$ cat src/rtl/ula_pkg.sv
// Shared opcode definitions for the ula ALU slice.
package ula_pkg;

  typedef logic [2:0] ula_op_t;

  localparam ula_op_t OP_ADD = 3'b000;
  localparam ula_op_t OP_SUB = 3'b001;
  localparam ula_op_t OP_GT  = 3'b010;
  localparam ula_op_t OP_LT  = 3'b011;
  localparam ula_op_t OP_GE  = 3'b100;
  localparam ula_op_t OP_LE  = 3'b101;
  localparam ula_op_t OP_EQ  = 3'b110;
  localparam ula_op_t OP_MUL = 3'b111;

endpackage

$ cat src/rtl/ula_compare.sv
// Combinational N-bit unsigned magnitude comparator; ge/le are derived by the caller.
module ula_compare #(
  parameter int N = 8
) (
  input  logic [N-1:0] a,
  input  logic [N-1:0] b,
  output logic         gt,
  output logic         lt,
  output logic         eq
);

  always_comb begin
    gt = (a > b);
    lt = (a < b);
    eq = (a == b);
  end

endmodule

$ cat src/rtl/ula_alu.sv
// N-bit ALU: add/sub/multiply/compare with one registered stage,
// synchronous clear (highest priority), preset and hold enable.
module ula_alu
  import ula_pkg::*;
#(
  parameter int N = 8
) (
  input  logic           Tclk,
  input  logic           Tclr,
  input  logic           Tpr,
  input  logic           en,
  input  logic [N-1:0]   A_in,
  input  logic [N-1:0]   B_in,
  input  logic [2:0]     selec,
  output logic [N:0]     S,
  output logic [2*N-1:0] Smulti
);

  logic [N:0]     s_q, s_d, s_new;
  logic [2*N-1:0] m_q, m_d, m_new;
  logic           gt, lt, eq;

  ula_compare #(.N(N)) u_compare (
    .a  (A_in),
    .b  (B_in),
    .gt (gt),
    .lt (lt),
    .eq (eq)
  );

  // Every opcode drives exactly one output; the other is forced to zero.
  always_comb begin
    s_new = '0;
    m_new = '0;
    case (ula_op_t'(selec))
      OP_ADD:  s_new = {1'b0, A_in} + {1'b0, B_in};
      OP_SUB:  s_new = {1'b0, A_in} - {1'b0, B_in};
      OP_GT:   s_new = {{N{1'b0}}, gt};
      OP_LT:   s_new = {{N{1'b0}}, lt};
      OP_GE:   s_new = {{N{1'b0}}, gt | eq};
      OP_LE:   s_new = {{N{1'b0}}, lt | eq};
      OP_EQ:   s_new = {{N{1'b0}}, eq};
      OP_MUL:  m_new = {{N{1'b0}}, A_in} * {{N{1'b0}}, B_in};
      default: s_new = '0;
    endcase
  end

  always_comb begin
    s_d = s_q;
    m_d = m_q;
    if (Tclr) begin
      s_d = '0;
      m_d = '0;
    end else if (Tpr) begin
      s_d = '1;
      m_d = '1;
    end else if (en) begin
      s_d = s_new;
      m_d = m_new;
    end
  end

  always_ff @(posedge Tclk) begin
    s_q <= s_d;
    m_q <= m_d;
  end

  assign S      = s_q;
  assign Smulti = m_q;

endmodule

$ cat config.mk
export PLATFORM = sky130hd
export DESIGN_NAME = ula_alu
export DESIGN_NICKNAME = d
export VERILOG_FILES = /design/src/rtl/ula_pkg.sv /design/src/rtl/ula_compare.sv /design/src/rtl/ula_alu.sv
export SDC_FILE = /design/constraint.sdc
export NUM_CORES = 1
export LEC_CHECK = 0
export CORE_MARGIN = 2
export CORE_UTILIZATION = 45
export CTS_CLUSTER_SIZE = 20
export DETAILED_ROUTE_END_ITERATION = 16
export GPL_TIMING_DRIVEN = 0
export PLACE_DENSITY = 0.74
export SYNTH_ARGS = -nofsm -noshare
export SYNTH_HDL_FRONTEND = slang
export SYNTH_SLANG_ARGS = --single-unit
$ cat constraint.sdc
create_clock -name Tclk -period 6.2 [get_ports Tclk]
set_input_delay 1.24 -clock Tclk [delete_from_list [all_inputs] [get_ports Tclk]]
set_output_delay 1.24 -clock Tclk [all_outputs]
set_load 0.02 [all_outputs]
# Word level (Yosys, flattened, before mapping)
# Index checks and enable logic that the tools add are counted.
# W data, S select, Z words.
classes:
  n_addsub: 2
  n_mul: 1
  n_lt_le_gt_ge: 2
  eq_ne: 8
  n_mux: 6
  n_bitwise: 2
  reduce_logical: 2
ops:
  columns: ["op", "n"]
  rows:
  - ["$pmux W9 S7", 1]
  - ["$mux W16", 3]
  - ["$mux W9", 2]
  - ["$mul A8 B8 Y16", 1]
  - ["$eq A3 B3 Y1 const B", 4]
  - ["$add A8 B8 Y9", 1]
  - ["$sub A8 B8 Y9", 1]
  - ["$eq A8 B8 Y1", 1]
  - ["$gt A8 B8 Y1", 1]
  - ["$lt A8 B8 Y1", 1]
  - ["$eq A3 B2 Y1 const B", 2]
  - ["$eq A3 B1 Y1 const B", 1]
  - ["$logic_not A3 Y1", 1]
  - ["$or A1 B1 Y1", 2]
  - ["$reduce_bool A2 Y1", 1]
totals:
  regBits: 25
  input_bits: 23
  out_inout_bits: 25
  word_cells: 25

# Depth between registers and ports, before layout
# Gate-level depths: netlist of run 1.
depth:
  ltp_word: 5
  mapped_depth: 18
  mapped_depth_nobuf: 17

# By module
# A second synthesis of run 1 with hierarchy kept.
unflattened:
  cells_unflattened: 454
  hier_area_um2: 3808.7
modules_own_cells:
  columns: ["mod", "instances", "cells_each", "area_each_um2", "seq_area_each_um2"]
  rows:
  - ["ula_alu", 1, 425, 3583.4, 500.5]
  - ["ula_compare", 1, 29, 225.2, 0.0]

# Worst setup path before layout of run 1
# No wires, ideal clock.
synth_path:
  path_type: "input to register"
  start: "input A_in[2]"
  end: "register m_q[15], in the netlist Smulti[15]"
  setup_time_ps: 70
  arrival_ps: 5059
  required_ps: 6130
  slack_ps: 1071
  stages: 15
  path_buffers: 1
  path_cell_list: "and2_1 -> fa_1 -> fa_1 -> fa_1 -> inv_1 -> fa_1 -> inv_1 -> ha_1 -> buf_2 -> a21oi_1 -> o211ai_1 -> a31o_2 -> a21oi_1 -> mux2_2 -> a21oi_1"
synth_via:
  elab_chain_cells: 4
synth_rtl:
  columns: ["element", "line_no", "rtl"]
  rows:
  - ["start: declaration", "ula_alu.sv:12", "input logic [N-1:0] A_in,"]
  - ["$mul A8 B8 Y16", "ula_alu.sv:43", "OP_MUL: m_new = {{N{1'b0}}, A_in} * {{N{1'b0}}, B_in};"]
  - ["$mux W16", "ula_alu.sv:35", "case (ula_op_t'(selec))"]
  - ["$mux W16", "ula_alu.sv:57", "end else if (en) begin"]
  - ["$mux W16", "ula_alu.sv:54", "end else if (Tpr) begin"]
  - ["end signal: assignment", "ula_alu.sv:65", "m_q <= m_d;"]
  - ["end: declaration", "ula_alu.sv:20", "logic [2*N-1:0] m_q, m_d, m_new;"]
# Every way passes these cells. The select of a mux whose other input is x is not followed.
# A chain may end at the register's enable or synchronous reset.

# Worst setup path after layout of run 1
# Same ends and word-level chain as after synthesis.

==> flow_metrics.py, run 1 <==
metrics = {
    "min_path": {
        "hp-class": "reg2reg",
        "whs_path_depth": 2,
    },
    "run_status": {
        "status": "finished, final reports clean",
    },
    "global_routing": {
        "grt_max_degree": 14,
        "track_usage": 0.223,
        "grt_pass1_wl_mm": 17.6,
        "grt_pass1_vias": 3790,
        "antenna_found_initial": 0,
        "grt-ovfl-total": 0,
    },
    "clock_network": {
        "clockBufferDepth": 2,
        "ctsHoldBuffers": 0,
        "cts_inserted_buffers": 3,
        "cts_sinks": 25,
        "clk_pin_slew_ns": 0.08,
        "cts_tree": "yes",
        "clk_latency_ns": 0.26,
        "cts_root_buffer": "clkbuf_8",
        "post_cts_buffers": 0,
        "cts_htree_levels": 1,
    },
    "yosys": {
        "synth_cell_type_count": 55,
        "seq_area_frac_synth": 0.128,
        "ys.flop_type": "dfxtp_1",
        "syn_avg_cell_area_sq_um": 8.23,
        "synthCells": 476,
        "synth_seq_cells": 25,
        "async_flop_share": 0,
        "synth_edf_count": 0,
        "syn_nets": 589,
        "yosys_warnings": 0,
        "syn_area_sq_um": 3920,
    },
    "power_and_ir_drop": {
        "power.ir.vdd_worst_v": 0.000154,
        "power_per_cell_area_nw_per_um2": 225,
        "finalPower_w": 0.00103,
        "power.leakage_nw": 2.13,
    },
    "setup_path": {
        "arrival_ns": 6.16,
        "crit_required_ns": 6.40,
        "reg2reg_depth": 4,
        "end_kind": "register",
        "worstSetupStartpointType": "input port",
        "crit_type": "in2reg",
        "path_max_fanout": 9,
    },
    "finish": {
        "drive_gt1_frac": 0.0438,
        "final_net_count": 639,
        "n_antenna_cell": 0,
        "area_growth_pct": 16.6,
        "fill_cells": 822,
        "final_core_util": 0.532,
    },
    "routing": {
        "via_per_inst": 5.60,
        "num_vias": 3546,
        "drt-total-wl_mm": 10.1,
        "dr.pass1.iters": 4,
        "drc_errors": 0,
        "wl_per_cell_microns": 15.9,
        "detail-route-antenna-nets": 0,
        "drtIter0Drc": 147,
    },
    "place": {
        "io_buffers": 45,
        "dp_hpwl_mm": 8.28,
        "gp_congestion": 0.893,
        "place_ws_ns": -0.344,
    },
    "timing": {
        "slew_headroom": 0.534,
        "timing_hold_violations_final": 0,
        "post-route-period-util": 0.962,
        "skew_ns": 0,
        "setup_violations": 0,
        "tightestPinTransition_ns": 0.693,
        "fmax_mhz": 168,
        "rsz0062_at_grt": "no",
        "slew_violations": 0,
        "period_needed_ns": 5.96,
        "layout_setup_ws_ns": 0.238,
    },
    "die": {
        "floorplan.initialDensity": 0.456,
        "core_area_sq_um": 8590,
        "die_h_microns": 97.3,
        "die_w_microns": 97.3,
        "ioPinCount": 48,
        "die-area_sq_um": 9470,
        "rows": 34,
    },
    "job": {
        "cap_violations": 0,
    },
}
## sequential cells by signal (all words and copies together) (netlist names)
register / cells
S: 9
Smulti: 16
## cell families after synthesis
| family | count (synthesis) | synth area share |
|---|---|---|
| compound gates | 122 | 0.199 |
| buf+inv | 85 | 0.0847 |
| xor+xnor | 10 | 0.0224 |
| mux | 6 | 0.0176 |
| simple gates | 138 | 0.188 |
| flops | 25 | 0.128 |
| fa+ha+maj | 90 | 0.360 |
## worst max-delay path, cell delays in order
cell             delay [ns]
clkdlybuf4s50_1        0.61
and2_1                 0.29
fa_1                   0.51
fa_1                   0.52
fa_1                   0.55
inv_1                  0.05
fa_1                   0.53
inv_1                  0.04
ha_1                   0.29
a21oi_4                0.28
o211ai_1               0.24
a31o_2                 0.30
a21oi_1                0.23
mux2_2                 0.37
a21oi_1                0.12
## path summary, 6_finish.rpt
path	to	slack, ns	start
max	Smulti[15]	0.24	A_in[2]
min	Smulti[6]	0.53	Smulti[6]
max reg2reg	S[6]	5.06	S[6]
min reg2reg	Smulti[6]	0.53	Smulti[6]
## synthesized netlist by cell type, types with 7 or more instances
master	instances	share of area
o21ai_0	16	0.020
clkbuf_1	11	0.011
ha_1	52	0.17
a21oi_1	52	0.066
fa_1	38	0.19
nor3_1	9	0.012
a211oi_1	7	0.013
nor2_1	30	0.029
dfxtp_1	25	0.13
nand2_1	20	0.019
and2_1	42	0.067
inv_1	67	0.064
nand3_1	12	0.015
a21o_1	7	0.013
## per-stage QoR
step	setup TNS [ns]	std cells	hold slack [ns]	instance area, sq um
floorplan	0	476	0.599	3920
global placement	-0.281	629	0.500	4500
detailed placement	-0.357	629	0.499	4500
CTS	0	633	0.521	4550
global route	0	633	0.569	4570
finish	0	633	0.527	4570
## cell usage in the layout, fill, tap and decap left out, drive strengths merged, types with 19 or more instances in the layout
master / count
ha: 52
dfxtp: 25
a21oi: 53
fa: 38
inv: 67
nand2: 20
and2: 42
o21ai: 19
clkdlybuf4s50: 43
nor2: 30
## power by group
part	switching [W]	internal [W]
sequential	0.00000748	0.000174
clock	0.0000498	0.0000459
combinational	0.000450	0.000302
## layout make-up
type	count	area, sq um	share of cell area
buffer	18	80.1	0.0175
clock buffer	4	45.0	0.00986
inverter	67	251	0.0551
multi-input combinational	366	3100	0.679
sequential	25	500	0.110
tap	108	135	0.0296
timing repair buffer	45	455	0.0997
## layer usage
layer	vias to the layer above	wire length, microns	global-route usage
li1	1719	-	-
met1	1746	4450	0.293
met2	69	5160	0.407
met3	12	349	0.0194
met4	0	113	0.0395
met5	-	0	0
## repair_timing
| action | 4_1_cts | 5_1_grt |
|---|---|---|
| hold endpoints to repair | 0 | 0 |
| setup endpoints to repair | 1 | 1 |
| gates cloned | 0 | 0 |
| resized for setup | 1 | 4 |
Note: power is estimated with default switching activity, not from simulation.
==> inputs of run 2 (changes only) <==
Clock period 6.2 ns to 7.7 ns, I/O delays scaled along.
==> flow_metrics.py, run 2 (same netlist as run 1, synthesis figures left out) <==
metrics = {
    "clock_network": {
        "post_cts_buffers": 0,
        "clk_latency_ns": 0.26,
        "clk_pin_slew_ns": 0.08,
        "cts_sinks": 25,
        "cts_htree_levels": 1,
        "clockBufferDepth": 2,
        "ctsHoldBuffers": 0,
        "cts_inserted_buffers": 3,
        "cts_root_buffer": "clkbuf_8",
        "cts_tree": "yes",
        "cts_resized": 0,
    },
    "power_and_ir_drop": {
        "power_per_cell_area_nw_per_um2": 181,
        "finalPower_w": 0.000821,
        "power.ir.vdd_worst_v": 0.000111,
        "power.leakage_nw": 2.10,
    },
    "timing": {
        "skew_ns": 0,
        "slew_headroom": 0.524,
        "period_needed_ns": 6.64,
        "fin_tns_setup_ns": 0,
        "post-route-period-util": 0.863,
        "tightestPinTransition_ns": 0.709,
        "fmax_mhz": 151,
        "rsz0062_at_grt": "no",
        "layout_setup_ws_ns": 1.06,
        "setup_violations": 0,
        "timing_hold_violations_final": 0,
        "slew_violations": 0,
    },
    "global_routing": {
        "track_usage": 0.224,
        "antenna_found_initial": 0,
        "grt_pass1_vias": 3792,
        "grt-ovfl-total": 0,
        "grt_max_degree": 14,
        "grt_pass1_wl_mm": 17.7,
    },
    "place": {
        "place_ws_ns": 0.856,
        "dp_hpwl_mm": 8.28,
        "io_buffers": 45,
        "gp_congestion": 0.893,
    },
    "finish": {
        "fill_cells": 829,
        "final_core_util": 0.529,
        "area_growth_pct": 16.1,
        "final_net_count": 639,
        "final_cell_mix": "inv_1 (67), a21oi_1 (52), ha_1 (52)",
        "n_antenna_cell": 0,
        "largest_reg_flops": 16,
        "final_common_cell": "inv_1",
        "drive_gt1_frac": 0.0400,
    },
    "setup_path": {
        "critical_path.slowest_cell": "clkdlybuf4s50_1",
        "reg2reg_depth": 4,
        "crit_path_max_incr_delay_ns": 0.67,
        "path_max_fanout": 11,
        "path_cells": "clkdlybuf4s50_1, and2_1, fa_1, fa_1, fa_1, inv_1, fa_1, inv_1, ha_1, buf_2, a21oi_1, o211ai_1, a31o_2, a21oi_1, mux2_2, a21oi_1",
        "crit_type": "in2reg",
        "crit_required_ns": 7.90,
        "crit_path_frequent_cell": "fa_1",
        "worstSetupStartpointType": "input port",
        "end_kind": "register",
        "arrival_ns": 6.84,
    },
    "die": {
        "die_h_microns": 97.3,
        "ioPinCount": 48,
        "core_area_sq_um": 8590,
        "die_w_microns": 97.3,
        "die-area_sq_um": 9470,
        "floorplan.initialDensity": 0.456,
        "rows": 34,
    },
    "routing": {
        "wl_per_cell_microns": 15.9,
        "num_vias": 3553,
        "drtIter0Drc": 161,
        "detail-route-antenna-nets": 0,
        "drc_errors": 0,
        "dr.pass1.iters": 4,
        "via_per_inst": 5.61,
        "drt-total-wl_mm": 10.0,
    },
    "min_path": {
        "hp-class": "reg2reg",
        "whs_path_depth": 2,
    },
    "job": {
        "cap_violations": 0,
    },
    "run_status": {
        "status": "finished, final reports clean",
    },
}
==> run 2: area by class of cell <==
type	count	area (sq um)	area share
timing repair buffer	45	450	0.0991
sequential	25	500	0.110
buffer	18	80.1	0.0176
inverter	67	251	0.0553
multi-input combinational	366	3080	0.678
clock buffer	4	45.0	0.00991
tap	108	135	0.0297
==> run 2: layer usage <==
| layer | vias to the layer above | track usage | part of all wire |
|---|---|---|---|
| met1 | 1734 | 0.293 | 0.44 |
| met2 | 89 | 0.406 | 0.50 |
| met5 | - | 0 | 0 |
| li1 | 1714 | - | - |
| met3 | 16 | 0.0194 | 0.046 |
| met4 | 0 | 0.0417 | 0.014 |
==> run 2: final timing paths <==
check | start | to | slack, ns
worst max-delay path | A_in[1] | Smulti[15] | 1.06
worst min-delay path | Smulti[6] | Smulti[6] | 0.53
worst max register to register | S[6] | S[6] | 6.57
worst min register to register | Smulti[6] | Smulti[6] | 0.53
==> run 2: through the flow <==
stage / area (sq um) / std cells / hold slack, ns
global placement: 4500 / 629 / 0.500
finish: 4550 / 633 / 0.527
floorplan: 3920 / 476 / 0.599
detailed placement: 4500 / 629 / 0.499
CTS: 4550 / 633 / 0.521
global route: 4550 / 633 / 0.569
==> run 2: where the power goes <==
group          internal [W]  total (W)  switching, W  leakage, nW
Sequential         0.000140   0.000146    0.00000607        0.209
Clock             0.0000370  0.0000759     0.0000390       0.0228
Combinational      0.000240   0.000599      0.000359         1.87
Total              0.000417   0.000821      0.000404         2.10
==> run 2: critical path: cells and delay by family <==
kind                       cells  cell delay, ns
AOI/OAI and AO/OA              5            1.51
adders and majority gates      5            2.15
buffers and inverters          4            0.97
muxes                          1            0.36
and+or+nand+nor                1            0.32
